`src/rtl/ps2_host_tx_if.sv`:
```
// Command handshake and transfer status between a PS/2 host client and ps2_host_tx.
// A byte is taken on the rising clk edge where tx_valid & tx_ready; tx_data must be stable then.
interface ps2_host_tx_if;
  logic [7:0] tx_data;
  logic       tx_valid;
  logic       tx_ready;
  logic       busy;
  logic       done;
  logic       ack_ok;
  logic       err_timeout;
  logic       err_noack;

  modport master (
    output tx_data, tx_valid,
    input  tx_ready, busy, done, ack_ok, err_timeout, err_noack
  );

  modport slave (
    input  tx_data, tx_valid,
    output tx_ready, busy, done, ack_ok, err_timeout, err_noack
  );
endinterface

```
`src/rtl/ps2_host_tx.sv`:
```
// Host-to-device PS/2 command transmitter driving open-drain clock/data via pull-low enables.
// Define PS2_TX_RETRY_EN to retry a failed byte up to RETRY_MAX times before reporting.
module ps2_host_tx #(
  parameter int CLK_HZ      = 27000000,
  parameter int INHIBIT_US  = 100,
  parameter int START_TO_MS = 15,
  parameter int XFER_TO_MS  = 2,
  parameter int SYNC_STAGES = 2,
  parameter int FILTER_LEN  = 8
`ifdef PS2_TX_RETRY_EN
  ,
  parameter int RETRY_MAX   = 2
`endif
) (
  input  logic              clk,
  input  logic              rst_n,
  ps2_host_tx_if.slave      host,
  input  logic              ps2_clk,
  input  logic              ps2_data,
  output logic              ps2_clk_oe,
  output logic              ps2_data_oe,
  output logic [3:0]        state_dbg
);
  localparam int INHIBIT_CYC = (CLK_HZ / 1000) * INHIBIT_US / 1000;
  localparam int START_CYC   = (CLK_HZ / 1000) * START_TO_MS;
  localparam int XFER_CYC    = (CLK_HZ / 1000) * XFER_TO_MS;
  localparam int TW          = $clog2(START_CYC);
  localparam int FW          = $clog2(FILTER_LEN + 1);
  localparam logic [TW-1:0] TMR_MAX = {TW{1'b1}};

  typedef enum logic [3:0] {
    S_IDLE, S_INHIBIT, S_REQ, S_DATA, S_PARITY, S_ACK,
    S_LINEWAIT, S_DONE, S_FAIL, S_RETRY
  } state_t;

  logic [SYNC_STAGES-1:0] clk_sync, data_sync;
  logic                   clk_s, data_s;
  logic [FW-1:0]          flt_cnt;
  logic                   clk_filt, fe;

  always_ff @(posedge clk or negedge rst_n) begin
    if (!rst_n) begin
      clk_sync  <= '1;
      data_sync <= '1;
    end else begin
      clk_sync  <= {clk_sync[SYNC_STAGES-2:0], ps2_clk};
      data_sync <= {data_sync[SYNC_STAGES-2:0], ps2_data};
    end
  end

  assign clk_s  = clk_sync[SYNC_STAGES-1];
  assign data_s = data_sync[SYNC_STAGES-1];

  // A new clock level is accepted only after FILTER_LEN consecutive differing samples.
  always_ff @(posedge clk or negedge rst_n) begin
    if (!rst_n) begin
      flt_cnt  <= '0;
      clk_filt <= 1'b1;
      fe       <= 1'b0;
    end else begin
      fe <= 1'b0;
      if (clk_s == clk_filt) begin
        flt_cnt <= '0;
      end else if (flt_cnt == FW'(FILTER_LEN - 1)) begin
        flt_cnt  <= '0;
        clk_filt <= clk_s;
        fe       <= clk_filt;
      end else begin
        flt_cnt <= flt_cnt + 1'b1;
      end
    end
  end

  state_t        state, state_n;
  logic [7:0]    byte_q, byte_n;
  logic          parity_q, parity_n;
  logic [3:0]    bitcnt, bitcnt_n;
  logic [TW-1:0] tmr, tmr_n;
  logic          data_oe_q, data_oe_n;
  logic          ack_q, ack_n, to_q, to_n, na_q, na_n;
  logic          fail, fail_to, xfer_exp;
`ifdef PS2_TX_RETRY_EN
  localparam int RW = $clog2(RETRY_MAX + 1);
  logic [RW-1:0] retry_cnt, retry_n;
`endif

  always_ff @(posedge clk or negedge rst_n) begin
    if (!rst_n) begin
      state     <= S_IDLE;
      byte_q    <= '0;
      parity_q  <= 1'b0;
      bitcnt    <= '0;
      tmr       <= '0;
      data_oe_q <= 1'b0;
      ack_q     <= 1'b0;
      to_q      <= 1'b0;
      na_q      <= 1'b0;
`ifdef PS2_TX_RETRY_EN
      retry_cnt <= '0;
`endif
    end else begin
      state     <= state_n;
      byte_q    <= byte_n;
      parity_q  <= parity_n;
      bitcnt    <= bitcnt_n;
      tmr       <= tmr_n;
      data_oe_q <= data_oe_n;
      ack_q     <= ack_n;
      to_q      <= to_n;
      na_q      <= na_n;
`ifdef PS2_TX_RETRY_EN
      retry_cnt <= retry_n;
`endif
    end
  end

  assign xfer_exp = (tmr >= TW'(XFER_CYC - 1));

  always_comb begin
    state_n   = state;
    byte_n    = byte_q;
    parity_n  = parity_q;
    bitcnt_n  = bitcnt;
    data_oe_n = data_oe_q;
    ack_n     = ack_q;
    to_n      = to_q;
    na_n      = na_q;
    tmr_n     = (tmr == TMR_MAX) ? tmr : tmr + 1'b1;
    fail      = 1'b0;
    fail_to   = 1'b0;
`ifdef PS2_TX_RETRY_EN
    retry_n   = retry_cnt;
`endif
    case (state)
      S_IDLE: begin
        tmr_n = '0;
        if (host.tx_valid) begin
          byte_n   = host.tx_data;
          parity_n = ~^host.tx_data;
          ack_n    = 1'b0;
          to_n     = 1'b0;
          na_n     = 1'b0;
          state_n  = S_INHIBIT;
`ifdef PS2_TX_RETRY_EN
          retry_n  = '0;
`endif
        end
      end
      S_INHIBIT: begin
        if (tmr == TW'(INHIBIT_CYC - 1)) begin
          data_oe_n = 1'b1;
          tmr_n     = '0;
          state_n   = S_REQ;
        end
      end
      S_REQ: begin
        if (fe) begin
          data_oe_n = ~byte_q[0];
          bitcnt_n  = 4'd1;
          tmr_n     = '0;
          state_n   = S_DATA;
        end else if (tmr >= TW'(START_CYC - 1)) begin
          fail    = 1'b1;
          fail_to = 1'b1;
        end
      end
      S_DATA: begin
        if (xfer_exp) begin
          fail    = 1'b1;
          fail_to = 1'b1;
        end else if (fe) begin
          if (bitcnt == 4'd8) begin
            data_oe_n = ~parity_q;
            state_n   = S_PARITY;
          end else begin
            data_oe_n = ~byte_q[bitcnt[2:0]];
            bitcnt_n  = bitcnt + 4'd1;
          end
        end
      end
      S_PARITY: begin
        if (xfer_exp) begin
          fail    = 1'b1;
          fail_to = 1'b1;
        end else if (fe) begin
          data_oe_n = 1'b0;
          state_n   = S_ACK;
        end
      end
      S_ACK: begin
        if (xfer_exp) begin
          fail    = 1'b1;
          fail_to = 1'b1;
        end else if (fe) begin
          if (!data_s) state_n = S_LINEWAIT;
          else         fail    = 1'b1;
        end
      end
      S_LINEWAIT: begin
        if (xfer_exp) begin
          fail    = 1'b1;
          fail_to = 1'b1;
        end else if (clk_filt && data_s) begin
          ack_n   = 1'b1;
          state_n = S_DONE;
        end
      end
`ifdef PS2_TX_RETRY_EN
      S_RETRY: begin
        if (tmr == TW'(INHIBIT_CYC - 1)) begin
          tmr_n   = '0;
          state_n = S_INHIBIT;
        end
      end
`endif
      default: state_n = S_IDLE;
    endcase

    // Failures release the data line; the clock line is only ever pulled in INHIBIT.
    if (fail) begin
      data_oe_n = 1'b0;
      tmr_n     = '0;
`ifdef PS2_TX_RETRY_EN
      if (retry_cnt < RW'(RETRY_MAX)) begin
        retry_n = retry_cnt + 1'b1;
        state_n = S_RETRY;
      end else
`endif
      begin
        to_n    = fail_to;
        na_n    = ~fail_to;
        state_n = S_FAIL;
      end
    end
  end

  assign ps2_clk_oe       = (state == S_INHIBIT);
  assign ps2_data_oe      = data_oe_q;
  assign host.tx_ready    = (state == S_IDLE);
  assign host.done        = (state == S_DONE) || (state == S_FAIL);
  assign host.busy        = !((state == S_IDLE) || (state == S_DONE) || (state == S_FAIL));
  assign host.ack_ok      = ack_q;
  assign host.err_timeout = to_q;
  assign host.err_noack   = na_q;
  assign state_dbg        = state;
endmodule

```
`src/flat_wrapper.sv`:
```
// flat-port wrapper written by rule: the top's interface ports become plain ports
module ps2_host_tx_flat 
#(
  parameter int CLK_HZ      = 27000000,
  parameter int INHIBIT_US  = 100,
  parameter int START_TO_MS = 15,
  parameter int XFER_TO_MS  = 2,
  parameter int SYNC_STAGES = 2,
  parameter int FILTER_LEN  = 8

)
  (clk, rst_n, ps2_clk, ps2_data, ps2_clk_oe, ps2_data_oe, state_dbg, host_tx_data, host_tx_valid, host_tx_ready, host_busy, host_done, host_ack_ok, host_err_timeout, host_err_noack);
  ps2_host_tx_if host_i ();
  input  logic clk;
  input  logic rst_n;
  input  logic ps2_clk;
  input  logic ps2_data;
  output logic ps2_clk_oe;
  output logic ps2_data_oe;
  output logic [3:0] state_dbg;
  input wire logic [$bits(host_i.tx_data)-1:0] host_tx_data;
  input wire logic [$bits(host_i.tx_valid)-1:0] host_tx_valid;
  output wire logic [$bits(host_i.tx_ready)-1:0] host_tx_ready;
  output wire logic [$bits(host_i.busy)-1:0] host_busy;
  output wire logic [$bits(host_i.done)-1:0] host_done;
  output wire logic [$bits(host_i.ack_ok)-1:0] host_ack_ok;
  output wire logic [$bits(host_i.err_timeout)-1:0] host_err_timeout;
  output wire logic [$bits(host_i.err_noack)-1:0] host_err_noack;
  assign host_i.tx_data = host_tx_data;
  assign host_i.tx_valid = host_tx_valid;
  assign host_tx_ready = host_i.tx_ready;
  assign host_busy = host_i.busy;
  assign host_done = host_i.done;
  assign host_ack_ok = host_i.ack_ok;
  assign host_err_timeout = host_i.err_timeout;
  assign host_err_noack = host_i.err_noack;
  ps2_host_tx #(.CLK_HZ(CLK_HZ), .INHIBIT_US(INHIBIT_US), .START_TO_MS(START_TO_MS), .XFER_TO_MS(XFER_TO_MS), .SYNC_STAGES(SYNC_STAGES), .FILTER_LEN(FILTER_LEN)) u_core (.clk(clk), .rst_n(rst_n), .host(host_i), .ps2_clk(ps2_clk), .ps2_data(ps2_data), .ps2_clk_oe(ps2_clk_oe), .ps2_data_oe(ps2_data_oe), .state_dbg(state_dbg));
endmodule
```
`config.mk`:
```
export PLATFORM = sky130hd
export DESIGN_NAME = ps2_host_tx_flat
export DESIGN_NICKNAME = d
export VERILOG_FILES = /design/src/rtl/ps2_host_tx_if.sv /design/src/rtl/ps2_host_tx.sv /design/src/flat_wrapper.sv
export SDC_FILE = /design/constraint.sdc
export NUM_CORES = 1
export LEC_CHECK = 0
export BUFFER_PORTS_ARGS = -buffer_cell sky130_fd_sc_hd__buf_4
export CAP_MARGIN = 20
export CELL_PAD_IN_SITES_DETAIL_PLACEMENT = 0
export CELL_PAD_IN_SITES_GLOBAL_PLACEMENT = 1
export CORE_UTILIZATION = 46
export CTS_CLUSTER_SIZE = 24
export DETAILED_ROUTE_END_ITERATION = 6
export GPL_TIMING_DRIVEN = 0
export PLACE_DENSITY = 0.91
export SYNTH_ARGS = -nofsm -noshare
export SYNTH_HDL_FRONTEND = slang
export SYNTH_SLANG_ARGS = --single-unit
```
`constraint.sdc`:
```
create_clock -name clk -period 2.8 [get_ports clk]
set_clock_uncertainty 0.1 [all_clocks]
set_input_delay 0.56 -clock clk [delete_from_list [all_inputs] [get_ports clk]]
set_output_delay 0.56 -clock clk [all_outputs]
set_load 0.01 [all_outputs]
```
==> impl_metrics.csv <==
group,metric,value,unit
critical_path,slowest_stage,"clkbuf_1",
layout,nets,351,
layout,final_core_util,54.1,%
place,globalplace.congestion,0.845,
clock_network,cts_tree,"built",
run,cap_viol_max_count,0,
drt,vias_per_cell,5.66,
power_and_ir_drop,p_sw,0.920,mW
synthesis,synth_ff_type,"dfrtp_1",
place,dpl.hpwl,4.42,mm
grt,grt_use_total,20.9,%
critical_path,reg2reg_from,"u_core.tmr[8]",
sta,timing_hold_violations_final,0,
grt,grt_pass1_wl,10.3,mm
place,port-buffer-count,24,
drt,ant_nets,0,
synthesis,synth.distinct_cells,51,
grt,grt_max_degree,51,
power_and_ir_drop,p_int,1.58,mW
critical_path,slowest_delay,0.42,ns
power_and_ir_drop,total_power,2.50,mW
synthesis,synth_edf_count,0,
sta,max_freq,396,MHz
clock_network,cts_resized,0,
power_and_ir_drop,pwr-share-clk,17.6,%
drt,drt_iter0_drc,139,
power_and_ir_drop,power_frac_seq,40.6,%
critical_path,r2r_slack,0.36,ns
layout,syn2layout_area_growth,12.7,%
critical_path,endpoint_kind,"primary output",
sta,period_share,90.3,%
critical_path,r2r_cells,11,
clock_network,path_clk_slew,0.09,ns
critical_path,worstPathRequired,2.14,ns
sta,setup_violations,0,
drt,routedWlPerCell,14.9,um
sta,final.setup.worst_slack,0.272,ns
power_and_ir_drop,powerDensity,771,nW/um2
clock_network,cts_made_buffers,5,
layout,stdcell_count,410,
sta,worst_hold_slack,0.152,ns
grt,antenna_found_initial,0,
grt,overflow,0,
critical_path,path_class,"reg -> out",
sta,period_needed,2.53,ns
die,die_h,81.1,um
drt,drc,0,
power_and_ir_drop,p_comb_share,41.7,%
layout,final_layout_size_suffix_gt1_share,18.8,%
clock_network,clk_latency,0.31,ns
sta,max_slew_margin,57.3,%
clock_network,cts_sinks,50,
die,pin_count,25,
critical_path,r2r-end,"u_core.tmr[5]",
clock_network,post_cts_buffers,0,
sta,rsz0062_at_grt,"false",
critical_path,cp_common_cell,"clkbuf_1",
drt,routed_wl,6.09,mm
place,postPlaceCellArea,3150,um2
sta,fin_setup_tns,0,ns
drt,vias,2319,
clock_network,root_buffer,"clkbuf_8",
die,core,5990,um2
synthesis,ys_async_sr_fraction,100,%
die,fp.dieArea,6570,um2
power_and_ir_drop,ir_drop,0.547,mV
sta,worst_slew_pin_slew,0.640,ns
place,dp_slack,0.357,ns
synthesis,synth_cells,303,
synthesis,yosysSeqAreaShare,43.7,%
synthesis,synth_nets,320,
layout,design_area,3240,um2
clock_network,clock_path_buffers,2,
worst_hold_path,hp-class,"in -> async",
outcome,status,"complete, no violations",
critical_path,cp-endpoint,"host_busy",
critical_path,startpoint,"u_core.state_dbg[0]",
die,chipWidth,81.1,um
critical_path,cp.arrival,1.87,ns
die,rows,28,
layout,num_antenna_cells,0,
critical_path,cp-start-kind,"flop",
critical_path,cp_max_fo,10,
clock_network,ctsHoldBuffers,0,
synthesis,ys_warn_count,0,
synthesis,syn_area,2880,um2
drt,first_pass_iters,5,
power_and_ir_drop,sw_frac_of_total,36.8,%
die,start_util,48.0,%
power_and_ir_drop,cellLeakagePower,1.42,nW
critical_path,path_cells,"clkbuf_1, clkbuf_1, a32o_1, nor2_1, buf_4",
sta,finalMaxSlewViolations,0,
synthesis,ys_ff_latch,50,
place,placed_cells,402,
clock_network,htree_levels,2,
grt,grt_pass1_vias,2115,
synthesis,synth.avg_cell_area,9.49,um2
==> cells in the final DEF, fill, tap and decap left out, types with 5 or more instances in the layout <==
cell / netlist / layout
clkbuf_1: 7 / 8
buf_4: 1 / 25
mux2_2: 10 / 10
nand2_1: 19 / 19
inv_1: 7 / 7
nor2b_1: 8 / 8
nand4_1: 6 / 6
nand3_1: 21 / 21
xor2_1: 12 / 12
nor4_1: 5 / 5
o21ai_0: 13 / 13
nor3_1: 13 / 13
dfstp_2: 5 / 5
and3_1: 6 / 6
clkbuf_8: 0 / 6
mux2i_1: 5 / 5
nor2_1: 35 / 35
a21oi_1: 14 / 14
dfrtp_1: 45 / 45
xnor2_1: 14 / 14
nand2b_1: 7 / 7
==> logic make-up (layout without fill, tap and decap cells) <==
family                     Yosys count  after routing  share of synthesized area (%)
xor gates and xnor gates            26             26                           7.92
DFF                                 50             50                           43.7
AOI/OAI and AO/OA                   46             46                           10.4
muxes                               17             17                           7.22
and+or+nand+nor                    136            136                           24.5
adders and majority gates            4              4                           1.74
buffers and inverters               24             56                           4.48
==> power groups by stage <==
| stage | registers (mW) | logic, mW | clock network [mW] |
|---|---|---|---|
| 6_report | 1.02 | 1.04 | 0.441 |
| 5_1_grt | 1.04 | 1.17 | 0.485 |
| 4_1_cts | 1.02 | 1.05 | 0.450 |
| 3_5_place_dp | 1.03 | 1.05 | 0 |
| 3_3_place_gp | 1.02 | 1.03 | 0 |
| 2_1_floorplan | 1.01 | 0.748 | 0 |
==> how the worst min path moves through the flow <==
stage                                   from            endpoint  slack (ns)  depth (start not counted)
after global routing                   rst_n    u_core.bitcnt[2]        0.21                          1
final                                  rst_n    u_core.bitcnt[1]        0.15                          1
after global placement    u_core.clk_sync[0]  u_core.clk_sync[1]        0.25                          0
after CTS                              rst_n    u_core.bitcnt[1]        0.19                          1
after floorplan                        rst_n    u_core.bitcnt[0]        0.16                          0
after detailed placement  u_core.clk_sync[0]  u_core.clk_sync[1]        0.25                          0
==> layout make-up <==
type / instances / area, um2
Fill cell: 562 / 2750
Multi-Input combinational cell: 229 / 1490
Sequential cell: 50 / 1260
Timing Repair Buffer: 24 / 180
Buffer: 17 / 103
Tap cell: 75 / 93.8
Clock buffer: 7 / 86.3
Inverter: 7 / 26.3
Clock inverter: 1 / 5.00
==> state kept, by name (all words and copies together) (netlist names) <==
name,count
u_core.host.ack_ok,1
u_core.data_sync,2
u_core.clk_sync,2
u_core.host.err_timeout,1
u_core.flt_cnt,4
u_core.host.err_noack,1
u_core.clk_filt,1
u_core.byte_q,8
u_core.tmr,19
u_core.ps2_data_oe,1
u_core.state_dbg,4
u_core.bitcnt,4
u_core.fe,1
u_core.parity_q,1
==> critical path, delay by kind of cell (launching register included) <==
kind | cells | cell delay, ns
and+or+nand+nor | 1 | 0.05
AOI/OAI and AO/OA | 1 | 0.28
buffers and inverters | 3 | 0.88
DFF | 1 | 0.35
==> synthesized netlist by cell type, types with 3 or more instances <==
cell,count,area (um2)
dfrtp_1,45,1130
buf_2,4,20.0
and3_1,6,37.5
buf_6,4,45.0
inv_1,7,26.3
nand2b_1,7,43.8
mux2i_1,5,50.1
ha_1,4,50.1
nor2b_1,8,50.1
nand4_1,6,37.5
xor2_1,12,105
clkbuf_1,7,26.3
nor2_1,35,131
nor4_1,5,31.3
nor3b_1,3,22.5
mux2_2,10,113
a211oi_1,3,22.5
and2_1,3,18.8
nor3_1,13,65.1
o21ai_0,13,65.1
a21oi_1,14,70.1
xnor2_1,14,123
dfstp_2,5,131
nand2_1,19,71.3
nand3_1,21,105
==> routing by layer <==
| metal | up-vias | part of all wire, % | global-route usage (%) | wire length (um) |
|---|---|---|---|---|
| li1 | 1128 | - | - | - |
| met1 | 1131 | 47 | 29.1 | 2890 |
| met3 | 10 | 3.7 | 3.82 | 224 |
| met5 | - | 0 | 0 | 0 |
| met2 | 50 | 47 | 32.3 | 2850 |
| met4 | 0 | 2.1 | 7.50 | 125 |
Power figures use the tool's default switching activity.
